[src/rtl/serial_borrow_subtractor.sv]
// ---------------------------------------------------------------------------
// serial_borrow_subtractor
//   Bit-serial WIDTH-bit subtractor computing a - b - b_in, one bit per clock,
//   LSB first, through a single full-subtractor cell. A start/busy/done
//   handshake allows back-to-back issue: a start seen in the DONE cycle
//   launches the next operation immediately.
//
// Ports
//   clk_i     rising-edge clock
//   reset_i   synchronous active-high reset; aborts any operation in flight
//   start_i   request, honoured only in IDLE or DONE
//   a_i       minuend, captured on an accepted start
//   b_i       subtrahend, captured on an accepted start
//   b_in_i    borrow-in, captured on an accepted start
//   busy_o    high for the WIDTH cycles an operation is running
//   done_o    one-cycle pulse; diff_o/b_out_o valid from this cycle on
//   diff_o    a - b - b_in modulo 2^WIDTH
//   b_out_o   borrow-out, 1 iff a < b + b_in (unsigned)
// ---------------------------------------------------------------------------
module serial_borrow_subtractor #(
    parameter int WIDTH = 4
) (
    input  logic             clk_i,
    input  logic             reset_i,
    input  logic             start_i,
    input  logic [WIDTH-1:0] a_i,
    input  logic [WIDTH-1:0] b_i,
    input  logic             b_in_i,
    output logic             busy_o,
    output logic             done_o,
    output logic [WIDTH-1:0] diff_o,
    output logic             b_out_o
);

    localparam int CW = $clog2(WIDTH);
    localparam logic [CW-1:0] LAST = CW'(WIDTH - 1);

    typedef enum logic [1:0] {
        IDLE = 2'd0,
        RUN  = 2'd1,
        DONE = 2'd2
    } state_t;

    state_t           state_q;
    logic [WIDTH-1:0] a_q;
    logic [WIDTH-1:0] b_q;
    logic [WIDTH-1:0] res_q;
    logic             br_q;
    logic [CW-1:0]    cnt_q;
    logic             busy_q;
    logic             done_q;
    logic [WIDTH-1:0] diff_q;
    logic             bout_q;

    // Full-subtractor cell working on the current LSB of the operand shifters.
    logic d_bit_d;
    logic br_d;

    always_comb begin
        d_bit_d = a_q[0] ^ b_q[0] ^ br_q;
        br_d    = (~a_q[0] & b_q[0]) | (~(a_q[0] ^ b_q[0]) & br_q);
    end

    always_ff @(posedge clk_i) begin
        if (reset_i) begin
            state_q <= IDLE;
            a_q     <= '0;
            b_q     <= '0;
            res_q   <= '0;
            br_q    <= 1'b0;
            cnt_q   <= '0;
            busy_q  <= 1'b0;
            done_q  <= 1'b0;
            diff_q  <= '0;
            bout_q  <= 1'b0;
        end else begin
            case (state_q)
                IDLE, DONE: begin
                    done_q <= 1'b0;
                    if (start_i) begin
                        state_q <= RUN;
                        busy_q  <= 1'b1;
                        a_q     <= a_i;
                        b_q     <= b_i;
                        br_q    <= b_in_i;
                        res_q   <= '0;
                        cnt_q   <= '0;
                    end else begin
                        state_q <= IDLE;
                        busy_q  <= 1'b0;
                    end
                end
                RUN: begin
                    // Result bits enter at the MSB so that after WIDTH shifts
                    // the first (LSB) bit has reached position 0.
                    a_q   <= a_q >> 1;
                    b_q   <= b_q >> 1;
                    br_q  <= br_d;
                    res_q <= {d_bit_d, res_q[WIDTH-1:1]};
                    cnt_q <= cnt_q + 1'b1;
                    if (cnt_q == LAST) begin
                        state_q <= DONE;
                        busy_q  <= 1'b0;
                        done_q  <= 1'b1;
                        diff_q  <= {d_bit_d, res_q[WIDTH-1:1]};
                        bout_q  <= br_d;
                    end
                end
                default: begin
                    state_q <= IDLE;
                    busy_q  <= 1'b0;
                    done_q  <= 1'b0;
                end
            endcase
        end
    end

    assign busy_o  = busy_q;
    assign done_o  = done_q;
    assign diff_o  = diff_q;
    assign b_out_o = bout_q;

endmodule

[config.mk]
export PLATFORM = sky130hd
export DESIGN_NAME = serial_borrow_subtractor
export DESIGN_NICKNAME = d
export VERILOG_FILES = /design/src/rtl/serial_borrow_subtractor.sv
export SDC_FILE = /design/constraint.sdc
export NUM_CORES = 1
export LEC_CHECK = 0
export CELL_PAD_IN_SITES_DETAIL_PLACEMENT = 1
export CELL_PAD_IN_SITES_GLOBAL_PLACEMENT = 2
export CORE_MARGIN = 2
export CORE_UTILIZATION = 31
export CTS_CLUSTER_DIAMETER = 150
export DETAILED_ROUTE_END_ITERATION = 16
export GPL_TIMING_DRIVEN = 0
export PLACE_DENSITY = 0.75
export SLEW_MARGIN = 20
export SYNTH_ARGS = -nofsm -noshare
export SYNTH_HDL_FRONTEND = slang
export SYNTH_SLANG_ARGS = --single-unit
[constraint.sdc]
create_clock -name clk_i -period 1.46 [get_ports clk_i]
set_input_delay 0.219 -clock clk_i [delete_from_list [all_inputs] [get_ports clk_i]]
set_output_delay 0.219 -clock clk_i [all_outputs]
set_load 0.01 [all_outputs]
==> results.py, run 1 <==
metrics = {
    "logic_synthesis": {
        "synth-seq-cells": 23,
        "yosysTopAreaCell": "dfxtp_1",
        "yosysUniqueCellTypes": 26,
        "synth_fp_nets": 125,
        "synth_top_area_share_pct": 44.02,
        "syn_area_mm2": 0.001046,
        "yosysWarnings": 0,
        "syn_avg_cell_area_um2": 9.423,
        "synthTopCellsByArea": "dfxtp_1, nand2_1, nand3_2",
        "syn-instance-count": 111,
        "yosysSeqAreaShare_pct": 44.02,
    },
    "routing": {
        "first_pass_iters": 4,
        "num_vias": 839,
        "drc": 0,
        "post_drt_via_cell_ratio": 4.687,
        "detail_route.wl_per_cell_um": 13.31,
        "drtAntennaViolNets": 0,
        "drtIter0Drc": 18,
        "drt-total-wl_mm": 2.382,
    },
    "floorplan": {
        "start_util_pct": 31.85,
        "row_count": 21,
        "die-area_mm2": 0.003855,
        "die_y_um": 62.09,
        "core-area_mm2": 0.003284,
        "io_pins": 19,
        "die_x_um": 62.09,
    },
    "final_layout": {
        "nFillCells": 399,
        "mostFrequentLayoutCell": "dfxtp_1",
        "final_core_util_pct": 40.50,
        "finalNetCount": 148,
        "n_antenna_cell": 0,
        "drive_above_1_share_pct": 22.56,
        "area_delta_synth_final_pct": 27.15,
        "design_area_mm2": 0.001330,
        "seq_area_um2": 460.4,
        "layout_common_cells": "dfxtp_1, nand2_1, clkdlybuf4s50_1",
        "multi_input_area_um2": 498.0,
    },
    "run_status": {
        "status": "finished, final reports clean",
    },
    "global_route": {
        "grt_usage_pct": 14.16,
        "first_global_vias": 820,
        "antenna_found_initial": 0,
        "grt_remaining_overflow": 0,
        "grt_max_degree": 14,
        "grt_pass1_wl_mm": 3.926,
    },
    "clocking": {
        "insertion_delay_ps": 310,
        "post_cts.repair.setup_buffers": 0,
        "cts_buffers": 3,
        "clockBufferDepth": 2,
        "htreeDepth": 1,
        "cts_tree": "yes",
        "clkSlewWorstSetupHoldPaths_ps": 130,
        "clock-sinks": 23,
        "cts-root-buf": "clkbuf_4",
    },
    "setup_path": {
        "end_kind": "flop",
        "cp.arrival_ps": 1470,
        "crit_fanout": 10,
        "cp.required_ps": 1650,
        "critPathLaunchType": "input pin",
        "setup.worst_path.class": "in2reg",
    },
    "sta": {
        "worstMarginPinSlew_ps": 650.6,
        "fin_skew_ps": 5.056,
        "rsz0062_at_grt": "no",
        "finalSetupViolations": 0,
        "holdWs_ps": 452.1,
        "max_slew_margin_pct": 56.63,
        "period_minus_slack_ps": 1280,
        "min_period_over_period_pct": 87.65,
        "hold_viol": 0,
        "fmax_mhz": 781.4,
        "finalMaxSlewViolations": 0,
    },
    "placement": {
        "dpl-instance-area_mm2": 0.001284,
        "numPortBuffers": 18,
        "gp_congestion": 0.6682,
        "hpwl_mm": 1.732,
    },
    "power_and_ir_drop": {
        "power.density_mw_per_mm2": 903.1,
        "irDropWorstVdd_mv": 0.6613,
        "p_leak_nw": 0.5703,
    },
    "hold_path": {
        "hold_path_class": "in2reg",
    },
    "flow_run": {
        "cap_viol_max_count": 0,
    },
}
[cells by family after synthesis]
logic type,Yosys count,synth area share [%]
adders and majority gates,2,3.110
buffers and inverters,12,8.372
and+or+nand+nor,51,26.08
DFF,23,44.02
AOI/OAI and AO/OA,23,18.42
[repair_timing]
action | CTS | global route
endpoints found under the setup margin | 0 | 8
gates resized for setup | 0 | 9
hold buffers | 0 | 0
[where the power goes]
| group | internal, mW | total (mW) | switching, mW |
|---|---|---|---|
| Sequential | 0.660 | 0.681 | 0.0208 |
| Combinational | 0.106 | 0.223 | 0.118 |
| Clock | 0.102 | 0.297 | 0.194 |
| Total | 0.868 | 1.20 | 0.333 |
[metal layers]
metal | GRT usage (%) | wire length [um] | up-vias
li1 | - | - | 425
met1 | 17.97 | 1126 | 392
met2 | 24.70 | 1130 | 20
met3 | 3.727 | 116 | 2
met4 | 1.824 | 9 | 0
met5 | 0 | 0 | -
[state kept, by name, indices dropped and copies added (netlist names)]
register,flops
a_q,4
b_out_o,1
b_q,4
br_q,1
busy_o,1
cnt_q,2
diff_o,4
done_o,1
res_q,3
state_q,2
[path summary, 6_finish.rpt]
| path | cells past startpoint | startpoint | to | slack [ps] |
|---|---|---|---|---|
| worst max-delay path | 3 | reset_i | done_o | 180 |
| worst max register to register | 4 | b_q[0] | diff_o[3] | 260 |
| worst min register to register | 2 | diff_o[1] | diff_o[1] | 460 |
| worst min-delay path | 3 | a_i[3] | a_q[3] | 450 |
[worst max-delay path, cell delays in order]
cell	delay (ps)
clkdlybuf4s50_1	580
buf_1	540
nor3_1	130
[synthesized netlist by cell type (all sizes together)]
library cell / count
a21oi: 14
a2bb2oi: 1
a311oi: 7
and2b: 1
buf: 9
clkbuf: 1
dfxtp: 23
fa: 1
ha: 1
inv: 2
nand2: 22
nand2b: 3
nand3: 12
nand3b: 2
nor2: 8
nor2b: 1
nor3: 1
nor3b: 1
o21a: 1
[layout make-up]
| class | instances | share of cell area, % |
|---|---|---|
| Buffer | 10 | 6.115 |
| Timing Repair Buffer | 18 | 14.86 |
| Multi-Input combinational cell | 76 | 37.44 |
| Inverter | 2 | 0.5644 |
| Clock inverter | 1 | 0.3763 |
| Clock buffer | 3 | 1.693 |
| Tap cell | 46 | 4.327 |
| Sequential cell | 23 | 34.62 |
[through the flow]
step,total power [mW],std cells,TNS (ps),setup WS (ps)
2_1_floorplan,0.8436,111,0,322.8
3_3_place_gp,0.9180,175,-1496,-147.4
3_5_place_dp,0.9239,175,-1970,-164.1
4_1_cts,1.232,179,0,4.945
5_1_grt,1.279,179,0,77.76
6_report,1.201,179,0,180.3
Note: power is estimated with default switching activity, not from simulation.
==> run 2: changes to the inputs <==
--- a/config.mk
+++ b/config.mk
@@ -8,12 +8,12 @@
 export CELL_PAD_IN_SITES_DETAIL_PLACEMENT = 1
 export CELL_PAD_IN_SITES_GLOBAL_PLACEMENT = 2
 export CORE_MARGIN = 2
-export CORE_UTILIZATION = 31
+export CORE_UTILIZATION = 28
 export CTS_CLUSTER_DIAMETER = 150
 export DETAILED_ROUTE_END_ITERATION = 16
+export GPL_ROUTABILITY_DRIVEN = 0
 export GPL_TIMING_DRIVEN = 0
-export PLACE_DENSITY = 0.75
-export SLEW_MARGIN = 20
+export PLACE_DENSITY = 0.71
 export SYNTH_ARGS = -nofsm -noshare
 export SYNTH_HDL_FRONTEND = slang
 export SYNTH_SLANG_ARGS = --single-unit
==> constraint.sdc (replaced) <==
create_clock -name clk_i -period 1.05 [get_ports clk_i]
set_input_delay 0.1575 -clock clk_i [delete_from_list [all_inputs] [get_ports clk_i]]
set_output_delay 0.1575 -clock clk_i [all_outputs]
set_load 0.01 [all_outputs]
==> run 2 against run 1 <==
The run now ends with negative setup slack left. Die area grew 10%. Register-to-register slack lost 410 ps. Hold slack gained 3.1 ps. Clock skew shrank 3.5 ps. Largest power group unchanged. Cell count grew 11%.
==> results.py, run 2 (synthesis results as in run 1) <==
metrics = {
    "floorplan": {
        "io_pins": 19,
        "core-area_mm2": 0.003633,
        "die_x_um": 65.12,
        "start_util_pct": 28.79,
        "die_y_um": 65.12,
        "row_count": 22,
        "die-area_mm2": 0.004241,
    },
    "sta": {
        "period_minus_slack_ps": 1196,
        "finalSetupTns_ps": -571.2,
        "finalMaxSlewViolations": 0,
        "fmax_mhz": 835.8,
        "min_period_over_period_pct": 114.0,
        "fin_skew_ps": 1.595,
        "max_slew_margin_pct": 79.68,
        "finalWorstSetupSlack_ps": -146.5,
        "finalSetupViolations": 11,
        "hold_viol": 0,
        "rsz0062_at_grt": "yes",
        "worstMarginPinSlew_ps": 304.8,
    },
    "setup_path": {
        "crit_chain": "inv_2 -> fa_2 -> nand3_2 -> a21oi_2",
        "critPathLaunchType": "flop",
        "end_kind": "flop",
        "setup.worst_path.class": "reg2reg",
        "crit_slowest_cell": "fa_2",
        "cp.arrival_ps": 1410,
        "r2r-start": "br_q",
        "worst-path-buf-inv": 1,
        "crit_fanout": 2,
        "path_delay_family": "adder cells",
        "r2r_slack_ps": -150,
        "cp.required_ps": 1260,
        "reg2reg_depth": 4,
        "rr_endpoint": "diff_o[3]",
        "critical_path.max_stage_delay_ps": 550,
    },
    "final_layout": {
        "finalNetCount": 165,
        "final_core_util_pct": 46.04,
        "layout_common_cells": "nand2_1, dfxtp_1, a21oi_2",
        "n_antenna_cell": 0,
        "drive_above_1_share_pct": 56.67,
        "mostFrequentLayoutCell": "nand2_1",
        "area_delta_synth_final_pct": 59.93,
    },
    "placement": {
        "place_ws_ps": -459.8,
        "hpwl_mm": 1.839,
        "numPortBuffers": 18,
    },
    "clocking": {
        "clock-sinks": 23,
        "clkSlewWorstSetupHoldPaths_ps": 80,
        "cts_tree": "yes",
        "ctsHoldBuffers": 0,
        "insertion_delay_ps": 270,
        "cts-root-buf": "clkbuf_8",
        "cts_buffers": 3,
        "htreeDepth": 1,
        "clockBufferDepth": 2,
    },
    "routing": {
        "drc": 0,
        "drt-total-wl_mm": 3.130,
        "post_drt_via_cell_ratio": 4.783,
        "drtAntennaViolNets": 0,
        "num_vias": 947,
        "drtIter0Drc": 25,
        "first_pass_iters": 3,
        "detail_route.wl_per_cell_um": 15.81,
    },
    "hold_path": {
        "worstHoldEndpoint": "a_q[2]",
        "worstHoldStart": "a_i[2]",
        "min_path_cells": 3,
        "hold_path_class": "in2reg",
    },
    "run_status": {
        "violations": "negative setup slack",
        "status": "complete, but fails checks",
    },
    "global_route": {
        "grt_usage_pct": 15.99,
        "grt_pass1_wl_mm": 5.092,
        "grt_remaining_overflow": 0,
        "antenna_found_initial": 0,
        "grt_max_degree": 14,
        "first_global_vias": 997,
    },
    "power_and_ir_drop": {
        "p_total_mw": 2.053,
        "power.density_mw_per_mm2": 1227,
        "irDropWorstVdd_mv": 0.7963,
        "p_leak_nw": 0.6122,
    },
    "flow_run": {
        "cap_viol_max_count": 0,
    },
}
-- run 2: per-stage QoR --
| step | instances | area (um2) | hold WS (ps) |
|---|---|---|---|
| floorplan | 111 | 1050 | 229.6 |
| global placement | 177 | 1290 | 443.6 |
| detailed placement | 177 | 1290 | 455.4 |
| CTS | 194 | 1588 | 454.0 |
| global route | 198 | 1673 | 461.4 |
| finish | 198 | 1673 | 455.2 |
-- run 2: layout make-up --
cell class / count / area (um2)
sequential: 23 / 471.7
buffer: 9 / 117.6
multi-input combinational: 76 / 603.1
clock buffer: 3 / 41.29
inverter: 2 / 7.507
tap: 48 / 60.06
fill: 432 / 1961
clock inverter: 1 / 5.005
timing repair buffer: 36 / 366.6
-- run 2: layer usage --
layer	vias up	global-route usage, %	wire length [um]
li1	461	-	-
met5	-	0	0
met2	19	29.38	1718
met4	0	2.344	23
met3	4	4.110	111
met1	463	19.12	1277
-- run 2: how the worst max path moves through the flow --
| stage | startpoint | to | slack [ps] | depth (start not counted) |
|---|---|---|---|---|
| after floorplan | b_q[0] | diff_o[3] | -30 | 4 |
| after global placement | reset_i | done_o | -450 | 3 |
| after detailed placement | reset_i | state_q[0] | -460 | 3 |
| after CTS | a_q[0] | diff_o[3] | -130 | 3 |
| after global routing | br_q | diff_o[3] | -180 | 4 |
| final | br_q | diff_o[3] | -150 | 4 |
-- run 2: timing repair --
action | CTS | global route
buffers inserted | 9 | 5
gates resized for setup | 50 | 28
pin swaps | 9 | 12
endpoints found under the setup margin | 30 | 30
cloned | 4 | 1
-- run 2: worst register-to-register path: cells and delay by family (launching register included) --
family | cells | cell delay (ps)
AND/OR/NAND/NOR | 1 | 70
flip-flops | 1 | 340
buffers and inverters | 1 | 40
adder cells (fa/ha/maj) | 1 | 550
AO/OA/AOI/OAI | 1 | 130
-- run 2: power breakdown --
group / switching [mW] / internal [mW] / leakage, nW / total, mW
registers: 0.0409 / 0.921 / 0.191 / 0.961
clock network: 0.302 / 0.266 / 0.0255 / 0.568
logic: 0.230 / 0.293 / 0.396 / 0.523
